===== src/rtl/uart_rx.sv =====
// 8-bit UART receiver: start, 8 data bits LSB first, odd parity, one stop bit.
// Completed bytes are offered to a downstream FIFO as a one-cycle write strobe.
module uart_rx #(
  parameter int CLKS_PER_BIT = 1
) (
  input  logic       clk,
  input  logic       rst,
  input  logic       rx,
  output logic [7:0] data_o,
  output logic       we_o,
  input  logic       full_i,
  output logic       perr_o,
  output logic       ferr_o,
  output logic       ovf_o
);

  localparam logic [7:0]  HALF  = 8'((CLKS_PER_BIT - 1) / 2);
  localparam logic [7:0]  LAST  = 8'(CLKS_PER_BIT - 1);
  // Longest run of ones an interrupted frame can still put on the line,
  // plus the two synchronizer stages that come out of reset high.
  localparam logic [11:0] QUIET = 12'(11 * CLKS_PER_BIT + 2);

  typedef enum logic [2:0] {IDLE, START, DATA, PARITY, STOP} state_t;

  state_t      state_q, state_d;
  logic        rx_meta_q, rx_s_q, rx_dly_q;
  logic [7:0]  cnt_q, cnt_d;
  logic [2:0]  bit_q, bit_d;
  logic [7:0]  sh_q, sh_d;
  logic        par_q, par_d;
  logic [11:0] quiet_q, quiet_d;
  logic        long_q, long_d;
  logic        done_q, done_d;
  logic        stop_ok_q, stop_ok_d;
  logic        perr_q, perr_d;
  logic [7:0]  data_q, data_d;

  // rx_dly_q trails rx_s_q by one clock so the start-bit check can look back
  // at the very sample that left IDLE when no wait is needed.
  always_ff @(posedge clk) begin
    if (rst) begin
      rx_meta_q <= 1'b1;
      rx_s_q    <= 1'b1;
      rx_dly_q  <= 1'b1;
    end else begin
      rx_meta_q <= rx;
      rx_s_q    <= rx_meta_q;
      rx_dly_q  <= rx_s_q;
    end
  end

  always_comb begin
    state_d   = state_q;
    cnt_d     = cnt_q;
    bit_d     = bit_q;
    sh_d      = sh_q;
    par_d     = par_q;
    quiet_d   = quiet_q;
    long_d    = long_q;
    done_d    = 1'b0;
    stop_ok_d = stop_ok_q;
    perr_d    = perr_q;
    data_d    = we_o ? sh_q : data_q;
    unique case (state_q)
      IDLE: begin
        if (quiet_q != 12'd0) begin
          if (rx_s_q)      quiet_d = quiet_q - 12'd1;
          else if (long_q) quiet_d = QUIET;
        end else if (!rx_s_q) begin
          state_d = START;
          cnt_d   = 8'd0;
          bit_d   = 3'd0;
        end
      end
      START: begin
        if (cnt_q == HALF) begin
          cnt_d   = 8'd0;
          state_d = rx_dly_q ? IDLE : DATA;
        end else begin
          cnt_d = cnt_q + 8'd1;
        end
      end
      DATA: begin
        if (cnt_q == LAST) begin
          cnt_d = 8'd0;
          sh_d  = {rx_dly_q, sh_q[7:1]};
          bit_d = bit_q + 3'd1;
          if (bit_q == 3'd7) state_d = PARITY;
        end else begin
          cnt_d = cnt_q + 8'd1;
        end
      end
      PARITY: begin
        if (cnt_q == LAST) begin
          cnt_d   = 8'd0;
          par_d   = rx_dly_q;
          state_d = STOP;
        end else begin
          cnt_d = cnt_q + 8'd1;
        end
      end
      STOP: begin
        if (cnt_q == LAST) begin
          cnt_d     = 8'd0;
          done_d    = 1'b1;
          stop_ok_d = rx_dly_q;
          perr_d    = ~(^{sh_q, par_q});
          state_d   = IDLE;
          if (!rx_dly_q) begin
            quiet_d = 12'd1;
            long_d  = 1'b0;
          end
        end else begin
          cnt_d = cnt_q + 8'd1;
        end
      end
      default: state_d = IDLE;
    endcase
  end

  always_ff @(posedge clk) begin
    if (rst) begin
      state_q   <= IDLE;
      cnt_q     <= 8'd0;
      bit_q     <= 3'd0;
      sh_q      <= 8'd0;
      par_q     <= 1'b0;
      quiet_q   <= QUIET;
      long_q    <= 1'b1;
      done_q    <= 1'b0;
      stop_ok_q <= 1'b0;
      perr_q    <= 1'b0;
      data_q    <= 8'd0;
    end else begin
      state_q   <= state_d;
      cnt_q     <= cnt_d;
      bit_q     <= bit_d;
      sh_q      <= sh_d;
      par_q     <= par_d;
      quiet_q   <= quiet_d;
      long_q    <= long_d;
      done_q    <= done_d;
      stop_ok_q <= stop_ok_d;
      perr_q    <= perr_d;
      data_q    <= data_d;
    end
  end

  // full_i only matters in the completion cycle, so the strobes stay combinational.
  assign we_o   = done_q & stop_ok_q & ~full_i;
  assign ovf_o  = done_q & stop_ok_q & full_i;
  assign perr_o = done_q & stop_ok_q & perr_q;
  assign ferr_o = done_q & ~stop_ok_q;
  assign data_o = we_o ? sh_q : data_q;

endmodule


===== config.mk =====
export PLATFORM = sky130hd
export DESIGN_NAME = uart_rx
export DESIGN_NICKNAME = d
export VERILOG_FILES = /design/src/rtl/uart_rx.sv
export SDC_FILE = /design/constraint.sdc
export NUM_CORES = 1
export LEC_CHECK = 0
export CAP_MARGIN = 10
export CORE_UTILIZATION = 57
export CTS_CLUSTER_DIAMETER = 120
export DETAILED_ROUTE_END_ITERATION = 10
export GPL_ROUTABILITY_DRIVEN = 0
export PLACE_DENSITY = 0.89
export SYNTH_ARGS = -nofsm -noshare
export SYNTH_HDL_FRONTEND = slang
export SYNTH_SLANG_ARGS = --single-unit

===== constraint.sdc =====
create_clock -name clk -period 2.2 [get_ports clk]
set_input_delay 0.44 -clock clk [delete_from_list [all_inputs] [get_ports clk]]
set_output_delay 0.44 -clock clk [all_outputs]
set_load 0.005 [all_outputs]

Word level (Yosys, flattened, before mapping)
Index checks and enable logic that the tools add are counted.
Widths: inputs -> output; s select.
- flip-flop bits (word level): 50
- memories kept: 0
- logic and storage cells: 84
- latch bits: 0
- memory bits (read-only): 0
- bits in writable memories: 0
- multiply operators: 0
- shift-type cells: 0
- div/mod/pow operators: 0
- magnitude comparators: 0
- mux-type cells: 25
- reduce and logical (&&, ||, !) cells: 17
- bitwise gates (word level): 10
- equal/unequal tests: 15
- add/sub/neg operators: 3
- operators with widths (operator ; number):
    $mux 12 ; 5
    $mux 8 ; 4
    $mux 3 ; 10
    $pmux 12 s2 ; 1
    $ne 2x2->1 const B ; 9
    $pmux 8 s2 ; 1
    $pmux 3 s5 ; 1
    $reduce_bool 12->1 ; 1
    $sub 12x1->12 const B ; 1
    $reduce_xor 9->1 ; 1
    $add 8x1->8 const B ; 1
    $logic_not 8->1 ; 1
    $reduce_and 7->1 ; 1
    $eq 3x2->1 const B ; 2
    $eq 3x3->1 const B ; 2
    $pmux 3 s2 ; 1
    $reduce_and 2->1 ; 3
    $reduce_and 3->1 ; 2
    $reduce_bool 2->1 ; 3
    $and 1x1->1 ; 5
    $not 1->1 ; 5
    $reduce_and 5->1 ; 1
    $reduce_and 4->1 ; 1
    $reduce_or 4->1 ; 1
    other kinds (7) ; 7

Longest topological paths before layout
Gate-level depths: netlist (run 1).
- word-level depth: 4
- gate-level depth with buffers: 9

Worst setup path after synthesis (run 1)
No wires, ideal clock.
- path kind: flip-flop to flip-flop
- start point: register cnt_q[0]
- end point: register bit_q[1]
- required time: 2.083 ns
- slack: 0.234 ns
- library setup time: 0.117 ns
- data arrival time: 1.849 ns
- cell stages (with the launch flop): 10
- period minus slack after synthesis: 1.966 ns
- cells stage by stage: dfxtp_1 inv_1 ha_1 or4b_1 buf_2 or3b_1 buf_6 o31a_4 nand3b_1 o21ai_1
- longest elaborated chain between the ends: 3
- RTL lines (element ; RTL line ; source):
    start, declared ; 27 ; logic [7:0] cnt_q, cnt_d;
    start signal, assigned ; 136 ; cnt_q <= cnt_d;
    $logic_not 8->1 ; 84 ; if (cnt_q == LAST) begin
    $ne 2x2->1 (no line) ; - ;
    $reduce_and 4->1 (no line) ; - ;
    end signal, assigned ; 137 ; bit_q <= bit_d;
    end, declared ; 28 ; logic [2:0] bit_q, bit_d;
Every way passes these cells.
A chain may end at the register's enable or synchronous reset.

Worst setup path in the final report (run 1)
- start point: input port full_i
- end point: output port we_o
- longest elaborated chain between the ends: 2
- RTL lines (element ; RTL line ; source):
    start, declared ; 11 ; input logic full_i,
    $not 1->1 ; 150 ; assign we_o = done_q & stop_ok_q & ~full_i;
    $and 1x1->1 ; 150 ;
    end, declared ; 10 ; output logic we_o,
Every way passes these cells.

==> results by group, run 1 <==
Route
  – Iter 0 DRT Violations: 96
  – Vias per inst: between 5 and 6
  – Pre-Repair DR Iteration Count: 4
  – DRC: 0
  – DR vias: approximately 2000
  – Avg WL per Cell: roughly 13 microns
  – Routed Antenna Nets: 0
  – Total Wirelength: 4800 microns

Critical path
  – CP Buf/Inv Count: 3
  – CP delay by family, top: buffers and inverters
  – Slowest stage delay, CP: approximately 0.50 ns
  – CP max-delay cell: clkdlybuf4s50_1
  – Crit Path Class: primary input to output port
  – Critical Path Source Type: primary input
  – R2r setup slk: 0.11 ns
  – Crit. Startpoint: full_i
  – CP Data Required Time: around 1.8 ns
  – Worst-case reg-to-reg path depth: 7
  – WP data arrival: 1.70 ns
  – Crit. End Element: output port
  – Worst Path Max Fanout: 4
  – Critical path cell sequence: clkdlybuf4s50_1 > nand3b_1 > inv_4 > clkdlybuf4s50_1
  – Reg2reg start: quiet_q[0]
  – Critical Path Most Common Cell: clkdlybuf4s50_1
  – Reg2reg end: quiet_q[0]

Place
  – Placed Area: 2630 sq um
  – DP HPWL: around 3200 microns
  – Placed cell count: around 350
  – PortBufs: 15

Clock tree
  – CTS root buffer: clkbuf_8
  – Clock Path Buffers: 2
  – Clock transition at path regs: around 0.090 ns
  – CTS buffer count: 5
  – CTS tree: yes
  – Sink Count: 50
  – Clk Latency, worst-skew pair: approximately 0.31 ns
  – H-tree levels: 2
  – # hold bufs at CTS: 0

Power and ir drop
  – Comb pwr share: 0.044
  – LEAKAGE: 1.15 nW
  – Int Pwr: around 0.0012 W
  – Flop pwr share: 0.600
  – Switching power: approximately 0.00037 W
  – Switch share: 0.240
  – Pwr Density: around 560 nW/um^2
  – Clock share of power: 0.356
  – Peak VDD IR: around 0.47 mV

Die
  – Initial Utilization: 0.595
  – Die Width: ~67 microns
  – Row count: 23
  – Die Y: 66.9 microns
  – Ports: 16
  – Core area: 4030 sq um
  – Die ar.: about 4500 sq um

Layout
  – Antenna diodes: 0
  – FILL cells: 308
  – Multi-input gate area: approximately 1300 sq um
  – Commonest non-fill, non-tap cell in the layout: dfxtp_1
  – Nets@finish: between 300 and 400
  – Commonest non-fill, non-tap cells in the layout: dfxtp_1 (50), nand2_1 (40), nor2_1 (31)
  – Finished Layout Cells: around 360
  – Reg area: around 1000 sq um
  – Layout cell share with drive strength beyond 1: 0.127
  – Layout Area Growth over Synthesis: 15.8%
  – Design area: 2780 sq um
  – Post-layout util: 0.689

Synth
  – Multiplexer share of the synthesized area: 0.0459
  – Cell Area, Synth: 2400 sq um
  – Area share of and/or/nand/nor cells after synthesis: 0.290
  – Mapped Avg Cell Area: approximately 8.5 sq um
  – Synth Area in Adders: 0.0313
  – Flops & latches, synth: 50
  – Post-synth top flop: dfxtp_1
  – Synth Area in Compound Gates: 0.153
  – Synth async-reset ratio: 0
  – Synth warn: 0
  – Mapped Cells: ~280
  – Largest family of logic cells by synthesized area: simple AND/OR/NAND/NOR gates
  – Post-synthesis sequential area ratio: 0.417
  – XOR/XNOR Fraction of Synth Area: 0.0292
  – Post-synth EDFFs: 0
  – Netlist cell types: just under 50
  – Mapped Nets: about 290

Global route
  – Gr usage total: 0.220
  – Largest net degree at the start of global routing: 25
  – Vias in the first global route: around 1700
  – First-pass GRT wire length: between 7000 and 8000 microns
  – Initial antenna violation count: 0
  – GR Overflow Total: 0

Worst hold path
  – WHS Endpoint: rx_s_q
  – Hold Path Depth: 1
  – Hold crit path type: register to register
  – Hold_sp: rx_meta_q

Timing
  – Fmax: between 400 and 500 MHz
  – TNS Setup: 0 ns
  – Skew final: ~0.0085 ns
  – Fin crit share: 0.975
  – Finish-stage setup viols: 0
  – Final slew viol count: 0
  – Rel. slew slack: 0.666
  – Post-layout min period: roughly 2.1 ns
  – Final Hold Viols: 0
  – Worst-margin pin slew: around 0.5 ns

Status
  – Outcome: completed

Job
  – Max-Cap Viols: 0
kinds of logic after synthesis:
logic type	after synthesis
muxes	11
xor gates and xnor gates	8
AOI/OAI and AO/OA	55
adders and majority gates	6
DFF	50
and+or+nand+nor	134
buffers and inverters	18
flip-flops by register name, indices dropped and copies added, names as in the netlist:
register,cells
quiet_q,12
cnt_q,8
data_q,8
sh_q,8
bit_q,3
state_q,3
done_q,1
long_q,1
par_q,1
perr_q,1
rx_dly_q,1
rx_meta_q,1
rx_s_q,1
stop_ok_q,1
routing by layer:
layer  share of wire  track usage
met1            0.47        0.280
met5               0            0
met4          0.0088       0.0718
met3           0.030       0.0428
met2            0.49        0.369
worst max-delay path by stage:
stage          cells after the start  slack (ns)     endpoint
6_report                           4        0.06         we_o
5_1_grt                            7       -0.05  quiet_q[10]
2_1_floorplan                      9        0.23     bit_q[1]
3_3_place_gp                       6       -0.10    data_o[5]
4_1_cts                            7       0.008    data_o[5]
3_5_place_dp                       6       -0.15    data_o[5]
stage by stage:
stage / setup slack, ns / power, W / hold WS, ns
floorplan: 0.234 / 0.000988 / 0.389
global placement: -0.103 / 0.00101 / 0.395
detailed placement: -0.149 / 0.00101 / 0.410
CTS: 0.00758 / 0.00155 / 0.432
global route: -0.0520 / 0.00159 / 0.456
finish: 0.0553 / 0.00154 / 0.439
area by class of cell:
type	instances	area share
repair buffers	28	0.0888
inverters	7	0.0104
clock buffers	5	0.0248
multi-input cells	214	0.484
flip-flops and latches	50	0.361
clock inverters	3	0.00856
well taps	50	0.0225
power by group through the flow:
stage | combinational, W | sequential, W | clock, W
after detailed placement | 0.0000667 | 0.000945 | 0
after floorplan | 0.0000462 | 0.000942 | 0
after global placement | 0.0000637 | 0.000944 | 0
final | 0.0000681 | 0.000925 | 0.000549
after CTS | 0.0000672 | 0.000924 | 0.000560
after global routing | 0.0000752 | 0.000927 | 0.000592
Yosys cell counts, drive strengths merged (2+ instances only):
cell type	count	area [sq um]
clkbuf	7	26.3
a21oi	11	55.1
nand2b	2	12.5
o311ai	2	17.5
a211oi	4	35.0
a31oi	2	12.5
o21ai	20	100
nand3	5	25.0
buf	4	26.3
or2	5	31.3
dfxtp	50	1000
nor2	33	139
mux2i	11	110
or3	6	37.5
and3	4	25.0
nand2	40	150
xnor2	6	52.6
a311oi	3	26.3
nand3b	7	52.6
inv	6	22.5
nor2b	12	75.1
or3b	3	26.3
o21a	2	15.0
nor4	4	31.3
or4	2	15.0
ha	6	75.1
o31ai	4	30.0
nor3	6	30.0
xor2	2	17.5
repair_timing:
| item | 4_1_cts | 5_1_grt |
|---|---|---|
| endpoints found under the setup margin | 10 | 14 |
| setup buffers | 2 | 1 |
| resized for setup | 11 | 8 |
| hold endpoints to repair | 0 | 0 |
| cloned | 0 | 0 |
No activity file was read; power rests on OpenSTA's default activity.
==> inputs of run 2 (changes only) <==
--- a/config.mk
+++ b/config.mk
@@ -7,2 +7,3 @@
 export LEC_CHECK = 0
+export ABC_CLOCK_PERIOD_IN_PS = 2200
 export CAP_MARGIN = 10
@@ -11,4 +12,5 @@
 export DETAILED_ROUTE_END_ITERATION = 10
+export DONT_BUFFER_PORTS = 1
 export GPL_ROUTABILITY_DRIVEN = 0
-export PLACE_DENSITY = 0.89
+export PLACE_DENSITY = 0.84
 export SYNTH_ARGS = -nofsm -noshare
==> constraint.sdc (replaced) <==
create_clock -name clk -period 2.2 [get_ports clk]
set_input_delay 0.66 -clock clk [delete_from_list [all_inputs] [get_ports clk]]
set_output_delay 0.66 -clock clk [all_outputs]
set_load 0.005 [all_outputs]
==> results by group, run 2 (synthesis results as in run 1) <==
Timing
  – Rel. slew slack: 0.676
  – Skew final: ~0.011 ns
  – Post-layout min period: between 2 and 2.5 ns
  – Finish-stage setup viols: 0
  – Fin crit share: 0.923
  – Final slew viol count: 0
  – TNS Setup: 0 ns
  – RSZ-0062 raised after global routing: no
  – Fmax: 492 MHz
  – WHS: 0.415 ns
  – Worst-margin pin slew: 0.485 ns
  – Final Hold Viols: 0

Power and ir drop
  – Pwr Density: ~600 nW/um^2
  – Final Total Pwr: around 0.0016 W
  – Peak VDD IR: 0.752 mV
  – LEAKAGE: 1.04 nW

Route
  – Total Wirelength: around 4400 microns
  – Pre-Repair DR Iteration Count: 4
  – DR vias: 1928
  – Vias per inst: approximately 5.7
  – Iter 0 DRT Violations: about 150
  – DRC: 0
  – Routed Antenna Nets: 0
  – Avg WL per Cell: approximately 13 microns

Layout
  – Nets@finish: between 200 and 300
  – Largest register by flop count: quiet_q
  – Post-layout util: 0.645
  – Commonest non-fill, non-tap cells in the layout: dfxtp_1 (50), nand2_1 (40), nor2_1 (31)
  – Layout Area Growth over Synthesis: 8.40%
  – Commonest non-fill, non-tap cell in the layout: dfxtp_1
  – Antenna diodes: 0
  – Layout cell share with drive strength beyond 1: 0.108
  – Max FFs per register: 12

Critical path
  – Worst-case reg-to-reg path depth: 7
  – Crit. End Element: register
  – CP max-delay cell: or4b_4
  – Worst Path Max Fanout: 8
  – Critical Path Source Type: register
  – WP data arrival: around 2.2 ns
  – Slowest stage delay, CP: between 0.5 and 0.6 ns
  – CP Data Required Time: ~2.4 ns
  – Crit Path Class: register to register
  – Critical path cell sequence: inv_1 > ha_1 > or4b_4 > or3b_1 > buf_4 > mux2i_1 > nor2_1

Global route
  – Vias in the first global route: around 1700
  – Initial antenna violation count: 0
  – GR Overflow Total: 0
  – First-pass GRT wire length: between 7000 and 8000 microns
  – Largest net degree at the start of global routing: 46
  – Gr usage total: 0.213

Job
  – Max-Cap Viols: 0

Worst hold path
  – Hold crit path type: register to register
  – Hold Path Depth: 1

Clock tree
  – Sink Count: 50
  – Clock Path Buffers: 2
  – H-tree levels: 2
  – Clock transition at path regs: 0.09 ns
  – CTS tree: yes
  – CTS root buffer: clkbuf_8
  – Clk Latency, worst-skew pair: around 0.30 ns
  – CTS buffer count: 5

Die
  – Initial Utilization: 0.595
  – Ports: 16
  – Row count: 23
  – Die Y: approximately 67 microns
  – Core area: 4030 sq um
  – Die Width: about 67 microns
  – Die ar.: between 4000 and 5000 sq um

Place
  – DP HPWL: 3120 microns
  – PortBufs: 0

Status
  – Outcome: completed
[run 2: path summary, 6_finish.rpt]
kind | from | endpoint | slack, ns
hold reg to reg | rx_meta_q | rx_s_q | 0.41
hold / removal | rx_meta_q | rx_s_q | 0.41
setup reg to reg | cnt_q[0] | sh_q[1] | 0.17
setup / recovery | cnt_q[0] | sh_q[1] | 0.17
[run 2: per-stage QoR]
| step | worst slack [ns] | instance area [sq um] | cells |
|---|---|---|---|
| 6_report | 0.168 | 2600 | 337 |
| 5_1_grt | 0.00367 | 2600 | 337 |
| 4_1_cts | 0.0438 | 2570 | 337 |
| 3_5_place_dp | 0.0490 | 2470 | 329 |
| 3_3_place_gp | 0.140 | 2470 | 329 |
| 2_1_floorplan | 0.234 | 2400 | 282 |
[run 2: report_power, final]
part / internal [W] / switching, W
clock: 0.000288 / 0.000298
combinational: 0.0000247 / 0.0000232
sequential: 0.000914 / 0.0000105
total: 0.00123 / 0.000331
[run 2: cell type report]
class / instances / area, sq um
Clock buffer: 7 / 96.3
Clock inverter: 1 / 8.76
Fill cell: 327 / 1430
Inverter: 7 / 26.3
Multi-Input combinational cell: 214 / 1350
Sequential cell: 50 / 1000
Tap cell: 50 / 62.6
Timing Repair Buffer: 8 / 60.1
[run 2: critical path, delay by kind of cell, from the launching register on]
| kind | cells | cell delay (ns) |
|---|---|---|
| simple gates | 3 | 1.03 |
| flops | 1 | 0.35 |
| buf+inv | 2 | 0.26 |
| mux | 1 | 0.16 |
| fa+ha+maj | 1 | 0.13 |
[run 2: per-layer routing]
layer | GRT usage | wire length (microns) | vias up
met2 | 0.354 | 2140 | 30
met4 | 0.0559 | 57 | 0
li1 | - | - | 995
met1 | 0.263 | 2070 | 897
met3 | 0.0685 | 149 | 6
met5 | 0 | 0 | -
[run 2: what timing repair did]
| item | in CTS | in global routing |
|---|---|---|
| buffers inserted | 0 | 0 |
| hold buffers | 0 | 0 |
| setup endpoints to repair | 0 | 14 |
| gates resized for setup | 0 | 4 |
==> inputs of run 3 (changes only) <==
CORE_ASPECT_RATIO = 0.8   (was default)
==> results by group, run 3 (synthesis results as in run 1) <==
Route
  – Routed Antenna Nets: 0
  – DRC: 0
  – Vias per inst: approximately 5.7
  – Avg WL per Cell: roughly 14 microns
  – Total Wirelength: ~4800 microns
  – DR vias: between 1500 and 2000
  – Pre-Repair DR Iteration Count: 4
  – Iter 0 DRT Violations: roughly 160

Die
  – Core area: between 3000 and 4000 sq um
  – Initial Utilization: 0.614
  – Die Y: 60.0 microns
  – Ports: 16
  – Row count: 20
  – Die ar.: 4470 sq um
  – Die Width: around 75 microns

Critical path
  – CP Data Required Time: 2.40 ns
  – Slowest stage delay, CP: 0.53 ns
  – Critical Path Source Type: register
  – Crit. End Element: register
  – WP data arrival: 2.26 ns
  – Crit Path Class: register to register
  – Critical path cell sequence: inv_1 > ha_1 > or4b_4 > or3b_1 > buf_4 > mux2i_1 > nor2_1
  – CP max-delay cell: or4b_4
  – Worst Path Max Fanout: 8

Layout
  – Largest register by flop count: quiet_q
  – Commonest non-fill, non-tap cell in the layout: dfxtp_1
  – Max FFs per register: 12
  – Antenna diodes: 0
  – Layout Area Growth over Synthesis: 9.39%
  – Layout cell share with drive strength beyond 1: 0.111
  – Commonest non-fill, non-tap cells in the layout: dfxtp_1 (50), nand2_1 (40), nor2_1 (31)
  – Nets@finish: ~300

Clock tree
  – CTS tree: yes
  – Clk Latency, worst-skew pair: about 0.3 ns
  – Clock transition at path regs: roughly 0.090 ns
  – H-tree levels: 2
  – CTS root buffer: clkbuf_8
  – Sink Count: 50
  – CTS buffer count: 5
  – # hold bufs at CTS: 0
  – Clock Path Buffers: 2

Global route
  – Gr usage total: 0.230
  – GR Overflow Total: 0
  – First-pass GRT wire length: between 7000 and 8000 microns
  – Vias in the first global route: about 1700
  – Largest net degree at the start of global routing: 46
  – Initial antenna violation count: 0

Power and ir drop
  – Int Pwr: about 0.0013 W
  – LEAKAGE: ~1.0 nW
  – Pwr Density: 615 nW/um^2
  – Peak VDD IR: around 0.5 mV
  – Flop pwr share: 0.573
  – Comb pwr share: 0.029
  – Switching power: between 0.0003 and 0.0004 W
  – Clock share of power: 0.398
  – Final Total Pwr: 0.00161 W
  – Switch share: 0.210

Timing
  – Post-layout min period: approximately 2.1 ns
  – Fin crit share: 0.939
  – Skew final: around 0.0072 ns
  – Rel. slew slack: 0.665
  – Finish-stage setup viols: 0
  – Fmax: between 400 and 500 MHz
  – Final Hold Viols: 0
  – WHS: between 0.4 and 0.5 ns
  – Final slew viol count: 0
  – Worst-margin pin slew: around 0.5 ns

Place
  – DP HPWL: ~3300 microns
  – PortBufs: 0

Worst hold path
  – Hold crit path type: primary input to register

Job
  – Max-Cap Viols: 0

Status
  – Outcome: completed
## run 3: changes by cell type in the layout (fill, tap and decap cells not counted), sizes merged
cell	delta
clkinv	-1
buf	+1
clkinvlp	+1
bufinv	+1
clkbuf	-1
## run 3: metal layers
layer	global-route usage	share of wire	up-vias
met5	0	0	-
li1	-	-	998
met3	0.0556	0.051	7
met2	0.345	0.44	41
met1	0.329	0.50	900
met4	0.0647	0.010	0
## run 3: final cells by class
| cell class | instances | area, sq um |
|---|---|---|
| Clock buffer | 6 | 72.6 |
| Multi-Input combinational cell | 214 | 1350 |
| Inverter | 7 | 26.3 |
| Clock inverter | 2 | 37.5 |
| Tap cell | 55 | 68.8 |
| Timing Repair Buffer | 9 | 67.6 |
| Sequential cell | 50 | 1000 |
| Fill cell | 328 | 1280 |
## run 3: stage by stage
step | util | setup WS, ns | cells | setup TNS (ns) | area (sq um)
global route | 0.672 | -0.0134 | 343 | -0.0164 | 2620
finish | 0.672 | 0.135 | 343 | 0 | 2620
floorplan | - | 0.234 | 282 | 0 | 2400
CTS | 0.660 | 0.00126 | 341 | 0 | 2580
detailed placement | 0.632 | 0.0163 | 333 | 0 | 2470
global placement | 0.632 | 0.149 | 333 | 0 | 2470
## run 3: what timing repair did
| action | 4_1_cts | 5_1_grt |
|---|---|---|
| setup endpoints to repair | 0 | 13 |
| resized for setup | 0 | 5 |
| buffers inserted | 0 | 2 |
| endpoints found under the hold margin | 0 | 0 |
## run 3: final timing paths
path,slack [ns],from,to,cells past startpoint
setup / recovery,0.13,cnt_q[0],sh_q[7],7
hold / removal,0.41,rst,data_q[3],1
setup reg to reg,0.13,cnt_q[0],sh_q[7],7
hold reg to reg,0.45,rx_meta_q,rx_s_q,1
## run 3: power by group through the flow
stage          logic (W)  registers (W)  clock network, W
2_1_floorplan  0.0000462       0.000942                 0
3_3_place_gp   0.0000432       0.000945                 0
3_5_place_dp   0.0000455       0.000946                 0
4_1_cts        0.0000463       0.000925          0.000652
5_1_grt        0.0000529       0.000928          0.000686
6_report       0.0000469       0.000925          0.000642
## run 3: critical path, delay by kind of cell (launching register included)
family | cells | cell delay [ns]
multiplexers | 1 | 0.17
AND/OR/NAND/NOR | 3 | 1.03
buffers and inverters | 2 | 0.27
adder cells (fa/ha/maj) | 1 | 0.14
flip-flops | 1 | 0.35
